`config.mk`:
```
export PLATFORM = sky130hd
export DESIGN_NAME = regfile_dump_flat
export DESIGN_NICKNAME = d
export VERILOG_FILES = /design/src/rtl/regdump_pkg.sv /design/src/rtl/regfile_dump_if.sv /design/src/rtl/regdump_csum.sv /design/src/rtl/regfile_dump.sv /design/src/flat_wrapper.sv
export SDC_FILE = /design/constraint.sdc
export NUM_CORES = 1
export LEC_CHECK = 0
export BUFFER_PORTS_ARGS = -buffer_cell sky130_fd_sc_hd__buf_2
export CAP_MARGIN = 20
export CORE_UTILIZATION = 25
export DETAILED_ROUTE_END_ITERATION = 8
export GPL_ROUTABILITY_DRIVEN = 0
export PLACE_DENSITY_LB_ADDON = 0.15
export SYNTH_ARGS = -nofsm -noshare
export SYNTH_HDL_FRONTEND = slang
export SYNTH_SLANG_ARGS = --single-unit
```
`constraint.sdc`:
```
create_clock -name clk -period 1.75 [get_ports clk]
set_input_delay 0.175 -clock clk [delete_from_list [all_inputs] [get_ports clk]]
set_output_delay 0.175 -clock clk [all_outputs]
set_load 0.005 [all_outputs]
```
`src/rtl/regdump_pkg.sv`:
```
// Shared definitions for the register-file dump engine.
// Holds the FSM state encoding and the default geometry of the RV32I
// register file (register count, address width, data width).
package regdump_pkg;

   localparam int NUM_REGS_DFLT = 32;
   localparam int ADDR_W_DFLT   = 5;
   localparam int DATA_W_DFLT   = 32;

   typedef enum logic [2:0] {
      IDLE,
      REQ,
      READ,
      SEND,
      CSUM,
      DONE
   } state_t;

endpackage

```
`src/rtl/regfile_dump_if.sv`:
```
// Bus bundle between the dump engine and its surroundings:
//   read port : dump_req, dump_gnt, rd_addr, rd_data (register file side)
//   stream    : m_valid, m_ready, m_data, m_last    (debug transport side)
// Modport master is the dump engine, slave is the register file / transport.
interface regfile_dump_if
   import regdump_pkg::*;
#(
   parameter int ADDR_W = ADDR_W_DFLT,
   parameter int DATA_W = DATA_W_DFLT
) ();

   logic              dump_req;
   logic              dump_gnt;
   logic [ADDR_W-1:0] rd_addr;
   logic [DATA_W-1:0] rd_data;
   logic              m_valid;
   logic              m_ready;
   logic [DATA_W-1:0] m_data;
   logic              m_last;

   modport master (
      output dump_req, rd_addr, m_valid, m_data, m_last,
      input  dump_gnt, rd_data, m_ready
   );

   modport slave (
      input  dump_req, rd_addr, m_valid, m_data, m_last,
      output dump_gnt, rd_data, m_ready
   );

endinterface

```
`src/rtl/regdump_csum.sv`:
```
// XOR accumulator for the optional dump checksum.
// Ports: clk, rst (sync, active-high), clear (sync clear), en (fold value
// into sum), value (word to fold), sum (running XOR).
module regdump_csum
   import regdump_pkg::*;
#(
   parameter int DATA_W = DATA_W_DFLT
) (
   input  logic              clk,
   input  logic              rst,
   input  logic              clear,
   input  logic              en,
   input  logic [DATA_W-1:0] value,
   output logic [DATA_W-1:0] sum
);

   always_ff @(posedge clk) begin
      if (rst || clear) begin
         sum <= '0;
      end else if (en) begin
         sum <= sum ^ value;
      end
   end

endmodule

```
`src/rtl/regfile_dump.sv`:
```
// Debug read-out engine for the RV32I register file.
// On start it requests the register-file read port, reads registers
// 0..NUM_REGS-1 one at a time and streams each word out over valid/ready.
// Optional feature (macro REGDUMP_CHECKSUM_EN): append the XOR of all
// dumped words as a final extra word.
// Ports:
//   clk, rst  - clock, synchronous active-high reset
//   start     - one-cycle dump request, honoured only when idle
//   bus       - regfile_dump_if.master (read port + output stream)
//   busy      - dump in progress (any state except IDLE)
//   done      - one-cycle pulse after the final word is accepted
module regfile_dump
   import regdump_pkg::*;
#(
   parameter int NUM_REGS = NUM_REGS_DFLT,
   parameter int ADDR_W   = ADDR_W_DFLT,
   parameter int DATA_W   = DATA_W_DFLT
) (
   input  logic           clk,
   input  logic           rst,
   input  logic           start,
   regfile_dump_if.master bus,
   output logic           busy,
   output logic           done
);

   localparam logic [ADDR_W-1:0] LAST_IDX = ADDR_W'(NUM_REGS - 1);

   state_t            state;
   state_t            state_next;
   logic [ADDR_W-1:0] index;
   logic [DATA_W-1:0] data_q;
   logic              capture;
   logic              advance;
   logic              launch;

   assign launch = (state == IDLE) && start;

   always_ff @(posedge clk) begin
      if (rst) begin
         state <= IDLE;
      end else begin
         state <= state_next;
      end
   end

   always_comb begin
      state_next   = state;
      bus.dump_req = 1'b0;
      bus.m_valid  = 1'b0;
      bus.m_last   = 1'b0;
      busy         = 1'b1;
      done         = 1'b0;
      capture      = 1'b0;
      advance      = 1'b0;
      case (state)
         IDLE: begin
            busy = 1'b0;
            if (start) state_next = REQ;
         end
         REQ: begin
            bus.dump_req = 1'b1;
            if (bus.dump_gnt) state_next = READ;
         end
         READ: begin
            bus.dump_req = 1'b1;
            // Without grant the read port shows someone else's data: hold off.
            if (bus.dump_gnt) begin
               capture    = 1'b1;
               state_next = SEND;
            end
         end
         SEND: begin
            bus.dump_req = 1'b1;
            bus.m_valid  = 1'b1;
`ifndef REGDUMP_CHECKSUM_EN
            bus.m_last   = (index == LAST_IDX);
`endif
            if (bus.m_ready) begin
               if (index == LAST_IDX) begin
`ifdef REGDUMP_CHECKSUM_EN
                  state_next = CSUM;
`else
                  state_next = DONE;
`endif
               end else begin
                  advance    = 1'b1;
                  state_next = READ;
               end
            end
         end
`ifdef REGDUMP_CHECKSUM_EN
         CSUM: begin
            bus.m_valid = 1'b1;
            bus.m_last  = 1'b1;
            if (bus.m_ready) state_next = DONE;
         end
`endif
         DONE: begin
            done       = 1'b1;
            state_next = IDLE;
         end
         default: begin
            state_next = IDLE;
         end
      endcase
      bus.rd_addr = (state != IDLE) ? index : '0;
   end

   always_ff @(posedge clk) begin
      if (rst) begin
         index  <= '0;
         data_q <= '0;
      end else begin
         if (launch) begin
            index <= '0;
         end else if (advance) begin
            index <= index + 1'b1;
         end
         if (capture) begin
            data_q <= bus.rd_data;
         end
      end
   end

`ifdef REGDUMP_CHECKSUM_EN
   logic [DATA_W-1:0] csum;

   regdump_csum #(.DATA_W(DATA_W)) u_csum (
      .clk   (clk),
      .rst   (rst),
      .clear (launch),
      .en    (capture),
      .value (bus.rd_data),
      .sum   (csum)
   );

   assign bus.m_data = (state == CSUM) ? csum : data_q;
`else
   assign bus.m_data = data_q;
`endif

endmodule
```
`src/flat_wrapper.sv`:
```
// flat-port wrapper written by rule: the top's interface ports become plain ports
module regfile_dump_flat import regdump_pkg::*;
#(
   parameter int NUM_REGS = NUM_REGS_DFLT,
   parameter int ADDR_W   = ADDR_W_DFLT,
   parameter int DATA_W   = DATA_W_DFLT
)
  (clk, rst, start, busy, done, bus_dump_req, bus_rd_addr, bus_m_valid, bus_m_data, bus_m_last, bus_dump_gnt, bus_rd_data, bus_m_ready);
  regfile_dump_if #(.ADDR_W(ADDR_W), .DATA_W(DATA_W)) bus_i ();
  input  logic clk;
  input  logic rst;
  input  logic start;
  output logic busy;
  output logic done;
  output wire logic [$bits(bus_i.dump_req)-1:0] bus_dump_req;
  output wire logic [$bits(bus_i.rd_addr)-1:0] bus_rd_addr;
  output wire logic [$bits(bus_i.m_valid)-1:0] bus_m_valid;
  output wire logic [$bits(bus_i.m_data)-1:0] bus_m_data;
  output wire logic [$bits(bus_i.m_last)-1:0] bus_m_last;
  input wire logic [$bits(bus_i.dump_gnt)-1:0] bus_dump_gnt;
  input wire logic [$bits(bus_i.rd_data)-1:0] bus_rd_data;
  input wire logic [$bits(bus_i.m_ready)-1:0] bus_m_ready;
  assign bus_dump_req = bus_i.dump_req;
  assign bus_rd_addr = bus_i.rd_addr;
  assign bus_m_valid = bus_i.m_valid;
  assign bus_m_data = bus_i.m_data;
  assign bus_m_last = bus_i.m_last;
  assign bus_i.dump_gnt = bus_dump_gnt;
  assign bus_i.rd_data = bus_rd_data;
  assign bus_i.m_ready = bus_m_ready;
  regfile_dump #(.NUM_REGS(NUM_REGS), .ADDR_W(ADDR_W), .DATA_W(DATA_W)) u_core (.clk(clk), .rst(rst), .start(start), .bus(bus_i), .busy(busy), .done(done));
endmodule
```
## Word level (Yosys, flattened, before mapping)

Cells that the tools add are included.

| word-level totals | value |
|---|---|
| bits in registers | 40 |
| bits in latches | 0 |
| bits in writable memories | 0 |
| bits in read-only memories | 0 |
| logic and storage cells | 36 |
| memories kept | 0 |

| cells by class | value |
|---|---|
| add/sub/neg operators | 1 |
| multipliers | 0 |
| div/mod/pow operators | 0 |
| magnitude comparators | 0 |
| equal/unequal tests | 9 |
| shifts and indexed selects | 0 |
| mux-type cells | 17 |
| bitwise gates (word level) | 0 |
| reduce and logical (&&, ||, !) cells | 6 |

Operators by type and width:

| operator | number |
|---|---|
| 2-to-1 mux 3 bit | 5 |
| case mux 3 bit (4 select lines) | 1 |
| 2-to-1 mux 1 bit | 10 |
| inequality test 2 bit, second input constant | 4 |
| equality test 3 x 2 -> 1 bit, second input constant | 2 |
| adder 5 x 1 -> 5 bit, second input constant | 1 |
| equality test 5 bit, second input constant | 1 |
| 2-to-1 mux 5 bit | 1 |
| AND reduction 4 bit | 1 |
| equality test 3 x 1 -> 1 bit, second input constant | 1 |
| equality test 3 bit, second input constant | 1 |
| zero test 3 bit | 1 |
| nonzero test 3 bit | 1 |
| OR reduction 3 bit | 1 |
| OR reduction 2 bit | 1 |
| logical AND 1 bit | 1 |

## Longest topological paths before layout

| logic depth | value |
|---|---|
| depth in word-level cells | 4 |
| gate-level depth with buffers | 7 |
| depth with buffers taken out | 6 |

## Worst setup path before layout

No wires, ideal clock.

| path | value |
|---|---|
| kind | register to register |
| start point | reg u_core.index[0] |
| end point | reg u_core.index[3] |
| arrival time | 1.681 ns |
| data required time | 1.684 ns |
| slack | 0.002 ns |
| cell stages (with the launch flop) | 7 |
| path buffers | 1 |
| period minus slack after synthesis | 1.748 ns |
| cell sequence | dfxtp_1 -> ha_1 -> and3_1 -> ha_1 -> clkbuf_1 -> or4_4 -> a21oi_2 |

| between the ends | value |
|---|---|
| longest elaborated chain between the ends | 4 |
| elaborated cells on any way between the ends | 5 |
| those cells by class | add/sub: 1; eq/ne: 1; mux: 3 |

RTL lines:

| element | line | text |
|---|---|---|
| start: declaration | regfile_dump.sv:31 | `logic [ADDR_W-1:0] index;` |
| start signal: assignment | regfile_dump.sv:118 | `index <= index + 1'b1;` |
| equality test 5 bit | regfile_dump.sv:80 | `if (index == LAST_IDX) begin` |
| 2-to-1 mux 1 bit | regfile_dump.sv:80 |  |
| 2-to-1 mux 1 bit | regfile_dump.sv:79 | `if (bus.m_ready) begin` |
| 2-to-1 mux 1 bit | regfile_dump.sv:56 | `case (state)` |

Parallel ways exist; a longest one is shown, timed or not.
A chain may end at the register's enable or synchronous reset.

## Final worst setup path

Same ends and word-level chain as after synthesis.

==> impl_metrics.xml <==
<?xml version="1.0" encoding="UTF-8"?>
<metrics>
  <group name="critical_path">
    <metric name="crit_end_category" unit="">flip-flop</metric>
    <metric name="worst_path_most_repeated_cell" unit="">sky130_fd_sc_hd__ha_4</metric>
    <metric name="path_cells" unit="">ha_4 &gt; and3_4 &gt; ha_4 &gt; buf_4 &gt; or4_4 &gt; a21oi_2</metric>
    <metric name="crit_family" unit="">simple AND/OR/NAND/NOR gates</metric>
    <metric name="critical-path-slowest-cell" unit="">sky130_fd_sc_hd__or4_4</metric>
    <metric name="crit_type" unit="">flip-flop to flip-flop</metric>
    <metric name="required" unit="ns">1.98</metric>
    <metric name="worst_path_max_fanout" unit="">9</metric>
    <metric name="largest_stage_delay_on_the_critical_path" unit="ns">0.50</metric>
    <metric name="crit_buf_inv" unit="">1</metric>
    <metric name="arrival" unit="ns">1.93</metric>
    <metric name="crit_path_start_kind" unit="">flip-flop</metric>
  </group>
  <group name="final_layout">
    <metric name="post-route-cell-area" unit="sq mm">0.002247</metric>
    <metric name="diodes" unit="">0</metric>
    <metric name="postLayoutCoreUtil" unit="%">35.59</metric>
    <metric name="syn2layout_area_growth" unit="%">37.62</metric>
    <metric name="final_layout_size_suffix_gt1_share" unit="%">37.01</metric>
    <metric name="finish.cell_count_without_fillers" unit="">358</metric>
    <metric name="finish.net_count" unit="">319</metric>
    <metric name="fill_cells" unit="">716</metric>
  </group>
  <group name="global_route">
    <metric name="grt_overflow" unit="">0</metric>
    <metric name="antenna_found_initial" unit="">0</metric>
    <metric name="global_route_wire_length_before_repair" unit="mm">6.768</metric>
    <metric name="grt_max_degree" unit="">26</metric>
    <metric name="global_route.usage.total" unit="%">12.20</metric>
    <metric name="number_of_global_route_vias_before_repair" unit="">1457</metric>
  </group>
  <group name="power_and_ir_drop">
    <metric name="p_clk_share" unit="%">36.5</metric>
    <metric name="power.share.combinational" unit="%">9.5</metric>
    <metric name="internal-power" unit="mW">1.332</metric>
    <metric name="worst_ir_drop_vdd" unit="mV">0.3588</metric>
    <metric name="power.net_switching" unit="mW">0.4376</metric>
    <metric name="switching_power_share_of_the_total" unit="%">24.73</metric>
    <metric name="power_leakage" unit="nW">0.9980</metric>
    <metric name="power_density" unit="mW/mm^2">787.5</metric>
    <metric name="share_seq_of_total_power" unit="%">54.0</metric>
  </group>
  <group name="drt">
    <metric name="viasPerCell" unit="">4.402</metric>
    <metric name="drt_pre_antenna_iters" unit="">4</metric>
    <metric name="vias" unit="">1576</metric>
    <metric name="aggregate_routed_wire_length" unit="mm">4.065</metric>
    <metric name="drtAntennaViolNets" unit="">0</metric>
    <metric name="avgRoutedWirePerCell" unit="microns">11.35</metric>
    <metric name="initialDrtViolationCount" unit="">40</metric>
    <metric name="drc" unit="">0</metric>
  </group>
  <group name="timing">
    <metric name="clock_skew_after_layout" unit="ns">0.008037</metric>
    <metric name="timing.final.setup_violations" unit="">0</metric>
    <metric name="tns" unit="ns">0</metric>
    <metric name="finalCritPeriodShare" unit="%">97.11</metric>
    <metric name="final-hold-violation-count" unit="">0</metric>
    <metric name="hold_ws" unit="ns">0.1110</metric>
    <metric name="fmax" unit="MHz">588.4</metric>
    <metric name="final_max_slew_viol_count" unit="">0</metric>
    <metric name="worst_slew_margin_rel" unit="%">63.32</metric>
    <metric name="timing.final.crit_period" unit="ns">1.699</metric>
    <metric name="tightest_slew" unit="ns">0.5495</metric>
  </group>
  <group name="floorplan">
    <metric name="core" unit="sq mm">0.006314</metric>
    <metric name="initial_core_utilization" unit="%">25.86</metric>
    <metric name="std_cell_rows" unit="">29</metric>
    <metric name="chipHeight" unit="microns">82.82</metric>
    <metric name="design.portCount" unit="">79</metric>
    <metric name="die_x" unit="microns">82.82</metric>
    <metric name="design.die.area" unit="sq mm">0.006858</metric>
  </group>
  <group name="synthesis">
    <metric name="synth_top_area_share" unit="%">49.04</metric>
    <metric name="synth_area" unit="sq mm">0.001633</metric>
    <metric name="synth_fp_nets" unit="">242</metric>
    <metric name="postSynth.topFlopCell" unit="">sky130_fd_sc_hd__dfxtp_1</metric>
    <metric name="async_reset_ff_share" unit="%">0</metric>
    <metric name="post-synth-top-area-cell" unit="">sky130_fd_sc_hd__dfxtp_1</metric>
    <metric name="postSynthCellCount" unit="">203</metric>
    <metric name="synth_area_leaders" unit="">sky130_fd_sc_hd__dfxtp_1 49%, sky130_fd_sc_hd__nand2_1 15%, sky130_fd_sc_hd__a21oi_1 11%</metric>
    <metric name="ys_types" unit="">31</metric>
    <metric name="synth_edf_count" unit="">0</metric>
    <metric name="synth-seq-area-share" unit="%">49.04</metric>
    <metric name="synth-warning-count" unit="">0</metric>
    <metric name="synthesis.area_per_instance" unit="sq um">8.043</metric>
    <metric name="ys_ff_latch" unit="">40</metric>
    <metric name="ys_top_cells_by_count" unit="">65 x sky130_fd_sc_hd__nand2_1, 40 x sky130_fd_sc_hd__dfxtp_1, 37 x sky130_fd_sc_hd__a21oi_1</metric>
    <metric name="yosys.cell_count.top_type" unit="">sky130_fd_sc_hd__nand2_1</metric>
  </group>
  <group name="place">
    <metric name="placed_cells" unit="">349</metric>
    <metric name="placed_area" unit="sq mm">0.002095</metric>
    <metric name="dp_hpwl" unit="mm">2.806</metric>
    <metric name="input_output_buffers" unit="">78</metric>
  </group>
  <group name="clock_tree">
    <metric name="cts.sink_count" unit="">40</metric>
    <metric name="tritoncts" unit="">built</metric>
    <metric name="worst_setup_hold_path_clk_slew" unit="ns">0.08</metric>
    <metric name="clockBufferDepth" unit="">2</metric>
    <metric name="cts_inserted_buffers" unit="">5</metric>
    <metric name="clock_tree.root_cell" unit="">sky130_fd_sc_hd__clkbuf_8</metric>
    <metric name="cts-htree-levels" unit="">2</metric>
    <metric name="worstSkewPairLatency" unit="ns">0.29</metric>
  </group>
  <group name="outcome">
    <metric name="result_of_the_run" unit="">completed</metric>
  </group>
  <group name="worst_hold_path">
    <metric name="hold_path.class" unit="">primary input to flip-flop</metric>
  </group>
  <group name="run">
    <metric name="drv_cap" unit="">0</metric>
  </group>
</metrics>
state kept, by name (all words and copies together), names as in the netlist:
name	cells
u_core.bus.m_data	32
u_core.index	5
u_core.state	3
worst reg2reg max path: stages (launching register included):
cell and delay [ns]:
sky130_fd_sc_hd__dfxtp_4 0.36, sky130_fd_sc_hd__ha_4 0.15, sky130_fd_sc_hd__and3_4 0.18, sky130_fd_sc_hd__ha_4 0.18, sky130_fd_sc_hd__buf_4 0.14, sky130_fd_sc_hd__or4_4 0.50, sky130_fd_sc_hd__a21oi_2 0.13
metrics by stage:
| step | setup WS, ns | power [mW] |
|---|---|---|
| 2_1_floorplan | 0.002482 | 1.058 |
| 3_3_place_gp | 0.07433 | 1.144 |
| 3_5_place_dp | 0.04529 | 1.144 |
| 4_1_cts | 0.003342 | 1.817 |
| 5_1_grt | -0.002539 | 1.877 |
| 6_report | 0.05053 | 1.770 |
cells in the final DEF, fill, tap and decap left out, drive strengths merged:
cell type / n
a2111oi: 1
a211oi: 1
a21o: 1
a21oi: 38
and2: 1
and3: 2
and3b: 3
and4b: 1
and4bb: 1
buf: 86
clkbuf: 7
clkinvlp: 1
dfxtp: 40
ha: 2
inv: 4
nand2: 65
nand3: 4
nand4b: 1
nand4bb: 1
nor2: 2
nor2b: 8
nor3: 2
o21ai: 3
o22ai: 1
o31ai: 2
or3: 1
or4: 2
path summary, 6_finish.rpt:
check,cells past startpoint,start,slack [ns],endpoint
hold / removal,3,bus_rd_data[17],0.11,u_core.bus.m_data[17]
hold reg to reg,2,u_core.bus.m_data[26],0.45,u_core.bus.m_data[26]
setup / recovery,6,u_core.index[0],0.05,u_core.index[3]
setup reg to reg,6,u_core.index[0],0.05,u_core.index[3]
kinds of logic after synthesis:
kind of cell	synth area share [%]
AND/OR/NAND/NOR	28.12
adder cells (fa/ha/maj)	1.532
AO/OA/AOI/OAI	15.63
buffers and inverters	5.670
flip-flops	49.04
layout make-up:
class                      count  area, sq um  share of cell area (%)
sequential                    40        805.8                   35.86
multi-input combinational    143        785.8                   34.97
timing repair buffer          86        450.4                   20.04
tap                           77        96.34                   4.287
clock buffer                   7        86.33                   3.842
inverter                       4        15.01                  0.6682
clock inverter                 1        7.507                  0.3341
per-layer routing:
metal	track usage, %	vias up	routed length [microns]
met5	0	-	0
met4	4.702	0	57
met3	5.169	8	363
met2	18.93	56	1701
met1	14.97	686	1944
li1	-	826	-
power groups by stage:
stage	sequential (mW)	combinational [mW]	clock, mW
finish	0.956	0.167	0.646
global route	0.960	0.191	0.726
CTS	0.956	0.170	0.692
detailed placement	0.976	0.168	0
global placement	0.975	0.169	0
floorplan	0.967	0.0905	0
timing repair:
item	CTS	global route
endpoints found under the setup margin	7	3
resized for setup	9	3
pin swaps	1	0
setup buffers	0	2
hold buffers	0	0
gates cloned	0	0
Note: power is estimated with default switching activity, not from simulation.
